**src/rtl/btn_intr_pkg.sv**
```systemverilog
// Shared types and default timing constants for the button interrupt arbiter.
package btn_intr_pkg;

  typedef enum logic [1:0] {
    ST_IDLE   = 2'd0,
    ST_ARB    = 2'd1,
    ST_ASSERT = 2'd2,
    ST_GAP    = 2'd3
  } state_t;

  localparam logic [7:0] ACK_TIMEOUT_DEF = 8'hFF;
  localparam logic [7:0] GAP_CLKS_DEF    = 8'h03;

endpackage

```
**src/rtl/rr_priority_pick.sv**
```systemverilog
// Combinational round-robin picker: lowest set request index at or after last+1, wrapping.
module rr_priority_pick #(
  parameter int unsigned N = 4,
  parameter int unsigned W = (N > 1) ? $clog2(N) : 1
) (
  input  logic [N-1:0] req_i,
  input  logic [W-1:0] last_i,
  output logic [W-1:0] idx_o,
  output logic         valid_o
);

  logic [W-1:0] cand;

  always_comb begin
    idx_o   = '0;
    valid_o = 1'b0;
    cand    = '0;
    for (int unsigned k = 1; k <= N; k++) begin
      cand = W'((32'(last_i) + k) % N);
      if (!valid_o && req_i[cand]) begin
        valid_o = 1'b1;
        idx_o   = cand;
      end
    end
  end

endmodule

```
**src/rtl/btn_intr_arbiter.sv**
```systemverilog
// Latches one-shot button presses and raises one CPU interrupt at a time,
// granting pending buttons round-robin with ack timeout and inter-interrupt gap.
module btn_intr_arbiter
  import btn_intr_pkg::*;
#(
  parameter int unsigned N_BTN       = 4,
  parameter logic [7:0]  ACK_TIMEOUT = ACK_TIMEOUT_DEF,
  parameter logic [7:0]  GAP_CLKS    = GAP_CLKS_DEF
) (
  input  logic                     CLK,
  input  logic                     RST,
  input  logic [N_BTN-1:0]         BTN_PULSE,
  input  logic                     INTR_ACK,
  input  logic                     CLR_OVR,
  output logic                     INTR,
  output logic [$clog2(N_BTN)-1:0] INTR_ID,
  output logic [N_BTN-1:0]         PENDING,
  output logic [N_BTN-1:0]         OVERRUN,
  output logic                     TIMEOUT
);

  localparam int unsigned    IDW      = $clog2(N_BTN);
  localparam logic [IDW-1:0] LAST_RST = IDW'(N_BTN - 1);

  state_t           state_q;
  logic [7:0]       cnt_q;
  logic             intr_q;
  logic             timeout_q;
  logic [IDW-1:0]   intr_id_q;
  logic [IDW-1:0]   last_q;
  logic [N_BTN-1:0] btn_q;
  logic [N_BTN-1:0] pend_q, pend_d;
  logic [N_BTN-1:0] ovr_q, ovr_d;
  logic [N_BTN-1:0] rise;
  logic [N_BTN-1:0] grant_clr;
  logic [IDW-1:0]   pick_idx;
  logic             pick_valid;
  logic             gap_done;

  rr_priority_pick #(.N(N_BTN), .W(IDW)) u_pick (
    .req_i   (pend_q),
    .last_i  (last_q),
    .idx_o   (pick_idx),
    .valid_o (pick_valid)
  );

  assign rise     = BTN_PULSE & ~btn_q;
  // 9-bit compare so GAP_CLKS=0 still spends exactly one cycle in the gap
  assign gap_done = (9'(cnt_q) + 9'd1) >= 9'(GAP_CLKS);

  always_comb begin
    grant_clr = '0;
    if (state_q == ST_ARB && pick_valid) grant_clr[pick_idx] = 1'b1;
    // A press landing in the grant cycle re-arms the bit instead of counting as overrun
    pend_d = (pend_q & ~grant_clr) | rise;
    ovr_d  = (CLR_OVR ? '0 : ovr_q) | (rise & pend_q & ~grant_clr);
  end

  always_ff @(posedge CLK or posedge RST) begin
    if (RST) begin
      btn_q  <= '0;
      pend_q <= '0;
      ovr_q  <= '0;
    end else begin
      btn_q  <= BTN_PULSE;
      pend_q <= pend_d;
      ovr_q  <= ovr_d;
    end
  end

  always_ff @(posedge CLK or posedge RST) begin
    if (RST) begin
      state_q   <= ST_IDLE;
      cnt_q     <= '0;
      intr_q    <= 1'b0;
      timeout_q <= 1'b0;
      intr_id_q <= '0;
      last_q    <= LAST_RST;
    end else begin
      timeout_q <= 1'b0;
      case (state_q)
        ST_IDLE: begin
          cnt_q <= '0;
          if (|pend_q) state_q <= ST_ARB;
        end
        ST_ARB: begin
          cnt_q <= '0;
          if (pick_valid) begin
            intr_id_q <= pick_idx;
            last_q    <= pick_idx;
            intr_q    <= 1'b1;
            state_q   <= ST_ASSERT;
          end else begin
            state_q <= ST_IDLE;
          end
        end
        ST_ASSERT: begin
          if (INTR_ACK) begin
            intr_q  <= 1'b0;
            cnt_q   <= '0;
            state_q <= ST_GAP;
          end else if (cnt_q == ACK_TIMEOUT) begin
            timeout_q <= 1'b1;
            intr_q    <= 1'b0;
            cnt_q     <= '0;
            state_q   <= ST_GAP;
          end else begin
            cnt_q <= cnt_q + 8'd1;
          end
        end
        ST_GAP: begin
          if (gap_done) begin
            cnt_q   <= '0;
            state_q <= ST_IDLE;
          end else begin
            cnt_q <= cnt_q + 8'd1;
          end
        end
        default: begin
          cnt_q   <= '0;
          intr_q  <= 1'b0;
          state_q <= ST_IDLE;
        end
      endcase
    end
  end

  assign INTR    = intr_q;
  assign INTR_ID = intr_id_q;
  assign PENDING = pend_q;
  assign OVERRUN = ovr_q;
  assign TIMEOUT = timeout_q;

endmodule

```
**config.mk**
```make
export PLATFORM = sky130hd
export DESIGN_NAME = btn_intr_arbiter
export DESIGN_NICKNAME = d
export VERILOG_FILES = /design/src/rtl/btn_intr_pkg.sv /design/src/rtl/rr_priority_pick.sv /design/src/rtl/btn_intr_arbiter.sv
export SDC_FILE = /design/constraint.sdc
export NUM_CORES = 1
export LEC_CHECK = 0
export ABC_AREA = 0
export BUFFER_PORTS_ARGS = -buffer_cell sky130_fd_sc_hd__buf_2
export CAP_MARGIN = 40
export CORE_ASPECT_RATIO = 1.4
export CORE_MARGIN = 2
export CORE_UTILIZATION = 43
export CTS_BUF_LIST = sky130_fd_sc_hd__clkbuf_16
export DETAILED_ROUTE_END_ITERATION = 10
export PLACE_DENSITY = 0.61
export SYNTH_ARGS = -nofsm -noshare
export SYNTH_HDL_FRONTEND = slang
export SYNTH_SLANG_ARGS = --single-unit
export TNS_END_PERCENT = 30
```
**constraint.sdc**
```tcl
create_clock -name CLK -period 4.4 [get_ports CLK]
set_clock_uncertainty 0.1 [all_clocks]
set_input_delay 0.22 -clock CLK [delete_from_list [all_inputs] [get_ports CLK]]
set_output_delay 0.22 -clock CLK [all_outputs]
set_load 0.02 [all_outputs]
```
==> results of run 1 <==
[synthesized netlist by cell type, drive strengths merged]
library cell / instances
nand2b: 9
nor2: 14
o22ai: 4
ha: 2
o21a: 2
nand2: 11
inv: 8
and3b: 1
and2: 1
a21oi: 6
clkbuf: 1
a41oi: 1
nor4bb: 1
o211ai: 1
and3: 2
buf: 2
nand4: 1
o21ai: 10
a221o: 1
nand3: 5
dfrtp: 26
nand3b: 1
dfstp: 2
o221a: 1
nand4bb: 1
a211o: 1
o22a: 1
a221oi: 1
o41ai: 1
xnor2: 3
nor4b: 1
nor2b: 1
xor2: 3
[per-stage QoR]
stage | std cells | power [mW] | cell area [um2] | setup slack [ns] | hold slack, ns
after floorplan | 126 | 0.663 | 1320 | 2.57 | 0.151
after global placement | 179 | 0.757 | 1440 | 2.53 | 0.244
after detailed placement | 180 | 0.768 | 1460 | 2.47 | 0.218
after CTS | 189 | 1.04 | 1620 | 2.45 | 0.0964
after global routing | 189 | 1.10 | 1620 | 2.31 | 0.104
final | 189 | 1.03 | 1620 | 2.46 | 0.0996
[state kept, by name, summed over array words and instances (netlist names), 2 cells and up, named ones only]
register	cells
cnt_q	8
btn_q	4
INTR_ID	2
last_q	2
OVERRUN	4
PENDING	4
[per-layer routing]
layer  track usage  vias up  part of all wire
met5             0        -                 0
met4        0.0901        0             0.024
met3        0.0323        6             0.035
met2         0.311       25              0.54
met1         0.189      500              0.41
li1              -      494                 -
[cells by family (layout without fill, tap and decap cells)]
family                     after synthesis  in the layout  synth area share
DFF                                     28             28             0.535
adders and majority gates                2              2            0.0190
and+or+nand+nor                         49             49             0.209
buffers and inverters                   11             37            0.0390
AOI/OAI and AO/OA                       30             30             0.158
xor gates and xnor gates                 6              6            0.0400
[area by class of cell]
| class | count | area, um2 | area share |
|---|---|---|---|
| Sequential cell | 28 | 703 | 0.435 |
| Multi-Input combinational cell | 87 | 561 | 0.346 |
| Timing Repair Buffer | 25 | 173 | 0.107 |
| Clock buffer | 3 | 75.1 | 0.0464 |
| Tap cell | 37 | 46.3 | 0.0286 |
| Clock inverter | 1 | 30.0 | 0.0186 |
| Inverter | 8 | 30.0 | 0.0186 |
[what timing repair did]
action,CTS,global route
hold endpoints to repair,15,0
endpoints found under the setup margin,0,0
hold buffers,5,0
[worst max-delay path, stage by stage, from the launching register on]
cell     delay (ns)
dfrtp_1        0.46
ha_1           0.25
and3_1         0.27
and3b_2        0.23
o221a_2        0.27
a21oi_1        0.18
nor2_1         0.07
[final timing paths]
kind                            startpoint    endpoint
worst max-delay path              cnt_q[0]    cnt_q[7]
worst min-delay path               CLR_OVR  OVERRUN[2]
worst max register to register    cnt_q[0]    cnt_q[7]
worst min register to register  INTR_ID[1]  INTR_ID[1]
max in group asynchronous              RST     TIMEOUT
min in group asynchronous              RST    btn_q[2]
[power by group through the flow]
stage          Combinational, mW  Sequential (mW)  Clock [mW]
3_3_place_gp               0.346            0.410           0
6_report                   0.354            0.411       0.265
5_1_grt                    0.396            0.423       0.281
3_5_place_dp               0.354            0.414           0
2_1_floorplan              0.228            0.436           0
4_1_cts                    0.359            0.410       0.269
==> metrics, run 1 <==
status finished clean; register area share after synthesis 0.535; setup_tns 0 ns; number of setup buffers added after CTS 0; CP endpoint kind register; register bit total from synthesis 28; final number of setup-violating endpoints 0; H-tree depth 1; worst r2r path cells 6; most frequent cells in the layout dfrtp_1 (26), buf_2 (19), nor2_1 (14); Die X 50.7 um; Slew Viols, Final 0; RD Place Congestion 0.768; internal power 0.658 mW; Layout Area Growth over Synthesis 23.0%; CTS tree done; worst hold path class input pin to register; unrepaired setup endpoints after global routing false; die area 3520 um2; DR vias 1025; CP max FO 8; area leader, netlist dfrtp_1; Seq pwr share 0.399; Crit path arrival time 1.99 ns; total CTS buffers 3; Max-Slew Margin vs Limit 0.595; cts repair resizes 0; critical path class register to register; DRT iter0 DRCs 27; commonest non-fill, non-tap cell in the layout dfrtp_1; synth warn 0; chip height 69.4 um; DRT Wirelength 2.64 mm; antenna violations before repair 0; layout cells sized above 1 0.224; top cell type's share of synthesized area 0.495; antenna cells 0; # fillers 268; Leak Pwr 0.705 nW; DP Wirelength 2.04 mm; Avg Vias per Cell 5.42; Worst-Margin Slew 0.606 ns; switching part of the total 0.361; Root Driver clkbuf_16; P per Cell Area 636 nW/um2; starting density of the core 0.457; vias in the first global route 1079; Final min period 1.94 ns; Clock transition at path regs 0.07 ns; Cell Area, Synth 1320 um2; Psw 0.371 mW; VDD IR max 0.000389 V; Worst EP required 4.45 ns; Antenna Nets Post-Route 0; # DRC 0; Clock power frac 0.257; syn_nets 136; Worst-Skew Late Latency 0.26 ns; row cnt 23; CTS Sinks 28; crit path launch type register; cells after synthesis 126; Distinct cells, synth 37; Util after Layout 0.562; largest net degree at the start of global routing 17; Final period util 0.441; Ports 20; top cells by area, synth dfrtp_1 (49%), nand2b_1 (4.3%), dfstp_2 (4.0%); CTS max path bufs 2; global-route wire length before repair 4.70 mm; grt ovf 0; Peak Freq 515 MHz; core box area 2880 um2; Final Hold Viols 0; Max-Cap Viols 0; FF-to-FF setup slack 2.46 ns; Buffers on Ports 19; DR pass1 iterations 4; # nets final 163; Syn Area/Cell 10.4 um2; Hold Path Cell Cnt 2; WL/cell 13.9 um; Comb pwr share 0.344; gr usage total 0.174
Note: power is estimated with default switching activity, not from simulation.
==> run 2: changes to the inputs <==
--- a/config.mk
+++ b/config.mk
@@ -13,7 +13,7 @@
 export CORE_UTILIZATION = 43
 export CTS_BUF_LIST = sky130_fd_sc_hd__clkbuf_16
 export DETAILED_ROUTE_END_ITERATION = 10
-export PLACE_DENSITY = 0.61
+export PLACE_DENSITY = 0.64
 export SYNTH_ARGS = -nofsm -noshare
 export SYNTH_HDL_FRONTEND = slang
 export SYNTH_SLANG_ARGS = --single-unit
==> constraint.sdc (replaced) <==
create_clock -name CLK -period 1.6 [get_ports CLK]
set_clock_uncertainty 0.1 [all_clocks]
set_input_delay 0.08 -clock CLK [delete_from_list [all_inputs] [get_ports CLK]]
set_output_delay 0.08 -clock CLK [all_outputs]
set_load 0.02 [all_outputs]
==> metrics, run 2 (synthesis gave the netlist of run 1 again) <==
status finished, violations left; failing checks setup timing; Final period util 1.04 (+0.603); area of the multi-input gates 617 um2 (+10%); gr usage total 0.187 (+0.0127); Buffers on Ports 19 (unchanged); Comb pwr share 0.417 (+0.073); Seq pwr share 0.351 (-0.048); Reg with most FFs cnt_q; CTS tree done; hold slack 0.118 ns (+0.0181 ns); reg2reg end cnt_q[0]; R2R Path Start cnt_q[1]; Slew Viols, Final 0 (unchanged); commonest non-fill, non-tap cell in the layout dfrtp_1; # nets final 182 (+12%); grt ovf 0 (unchanged); Psw 1.15 mW (+210%); crit path launch type register; Avg Vias per Cell 5.19 (-4.3%); P per Cell Area 1760 nW/um2 (+180%); CP endpoint cnt_q[0]; total CTS buffers 3 (unchanged); internal power 2.03 mW (+210%); placed cells 198 (+10%); Leak Pwr 0.796 nW (+13%); Layout Area Growth over Synthesis 37.1%; CTS Sinks 28 (unchanged); DR pass1 iterations 4 (unchanged); DR vias 1079 (+5.3%); CTS max path bufs 2 (unchanged); max reg flops 8 (unchanged); Final min period 1.67 ns (-0.270 ns); # fillers 250 (-6.7%); most frequent cells in the layout dfrtp_1 (23), buf_2 (19), buf_4 (19); Worst-Skew Late Latency 0.26 ns (about the same); core box area 2880 um2 (unchanged); chip height 69.4 um (unchanged); global-route wire length before repair 5.06 mm (+7.8%); vias in the first global route 1117 (+3.5%); Final WS setup -0.0699 ns (-2.53 ns); FF-to-FF setup slack -0.07 ns (-2.53 ns); antenna violations before repair 0 (unchanged); Antenna Nets Post-Route 0 (unchanged); VDD IR max 0.000900 V (+130%); switching part of the total 0.363 (+0.00214); unrepaired setup endpoints after global routing true; Clock power frac 0.232 (-0.025); Worst-Margin Slew 0.356 ns (-0.251 ns); H-tree depth 1 (unchanged); Die X 50.7 um (unchanged); critical path class register to register; worst r2r path cells 6 (unchanged); row cnt 23 (unchanged); WL/cell 14.0 um (+0.56%); Crit path arrival time 1.76 ns (-0.23 ns); Hold Path Origin INTR_ACK; CP max FO 3 (-5); Register Area 707 um2 (+0.53%); Root Driver clkbuf_16; final number of setup-violating endpoints 10 (+10); antenna cells 0 (unchanged); Ports 20 (unchanged); DRT iter0 DRCs 11 (-59%); Max-Cap Viols 0 (unchanged); starting density of the core 0.457 (unchanged); final std cells w/o fill 208 (+10%); DRT Wirelength 2.92 mm (+11%); Critical Path Start cnt_q[1]; worst hold path class input pin to register; layout cells sized above 1 0.380 (+0.156); Worst EP required 1.69 ns (-2.76 ns); CP endpoint kind register; DP Wirelength 2.18 mm (+6.7%); Final Hold Viols 0 (unchanged); Max-Slew Margin vs Limit 0.763 (+0.168); Clock transition at path regs 0.07 ns (about the same); Peak Freq 599 MHz (+16%); largest net degree at the start of global routing 29 (+12); die area 3520 um2 (unchanged); RD Place Congestion 0.749 (-2.4%); # DRC 0 (unchanged)
==> run 2: routing by layer <==
| metal | track usage | routed length, um | vias up |
|---|---|---|---|
| met5 | 0 | 0 | - |
| met4 | 0.0541 | 19 | 0 |
| met3 | 0.0194 | 85 | 4 |
| met2 | 0.346 | 1660 | 24 |
| met1 | 0.221 | 1150 | 521 |
| li1 | - | - | 530 |
==> run 2: worst min path at each step <==
| stage | end | slack (ns) | depth (start not counted) |
|---|---|---|---|
| floorplan | btn_q[0] | 0.01 | 0 |
| global placement | cnt_q[4] | 0.06 | 3 |
| detailed placement | cnt_q[4] | 0.06 | 3 |
| CTS | cnt_q[0] | 0.12 | 3 |
| global route | cnt_q[0] | 0.13 | 3 |
| finish | cnt_q[0] | 0.12 | 3 |
==> run 2: power by group through the flow <==
stage	Clock [mW]	Sequential [mW]	Combinational, mW
floorplan	0	1.21	0.661
global placement	0	1.10	1.22
detailed placement	0	1.11	1.26
CTS	0.747	1.11	1.32
global route	0.778	1.14	1.47
finish	0.738	1.12	1.33
==> run 2: through the flow <==
stage               total power, mW  setup WS, ns  TNS [ns]   util  cell area (um2)
finish                         3.18       -0.0699    -0.414  0.627             1800
floorplan                      1.87        -0.140    -0.576      -             1350
global placement               2.32        -0.130    -0.524  0.560             1610
detailed placement             2.37        -0.131     -1.01  0.560             1610
CTS                            3.17       -0.0763    -0.377  0.623             1790
global route                   3.39        -0.167     -1.34  0.627             1800
==> run 2: layout make-up <==
cell class | count | area share
Tap cell | 37 | 0.0257
Clock buffer | 3 | 0.0416
Multi-Input combinational cell | 87 | 0.342
Inverter | 8 | 0.0167
Clock inverter | 1 | 0.0167
Timing Repair Buffer | 44 | 0.165
Sequential cell | 28 | 0.392
==> run 2: what timing repair did <==
action,4_1_cts,5_1_grt
resized for setup,6,3
endpoints found under the hold margin,38,0
setup endpoints to repair,16,20
pin swaps,3,6
setup buffers,0,0
hold buffers,6,0
==> run 2: worst max-delay path, stage by stage (launching register included) <==
cell	delay, ns
dfrtp_2	0.44
ha_4	0.17
and3_4	0.19
nor4bb_4	0.27
o221a_4	0.24
nand2b_1	0.08
a21oi_2	0.12
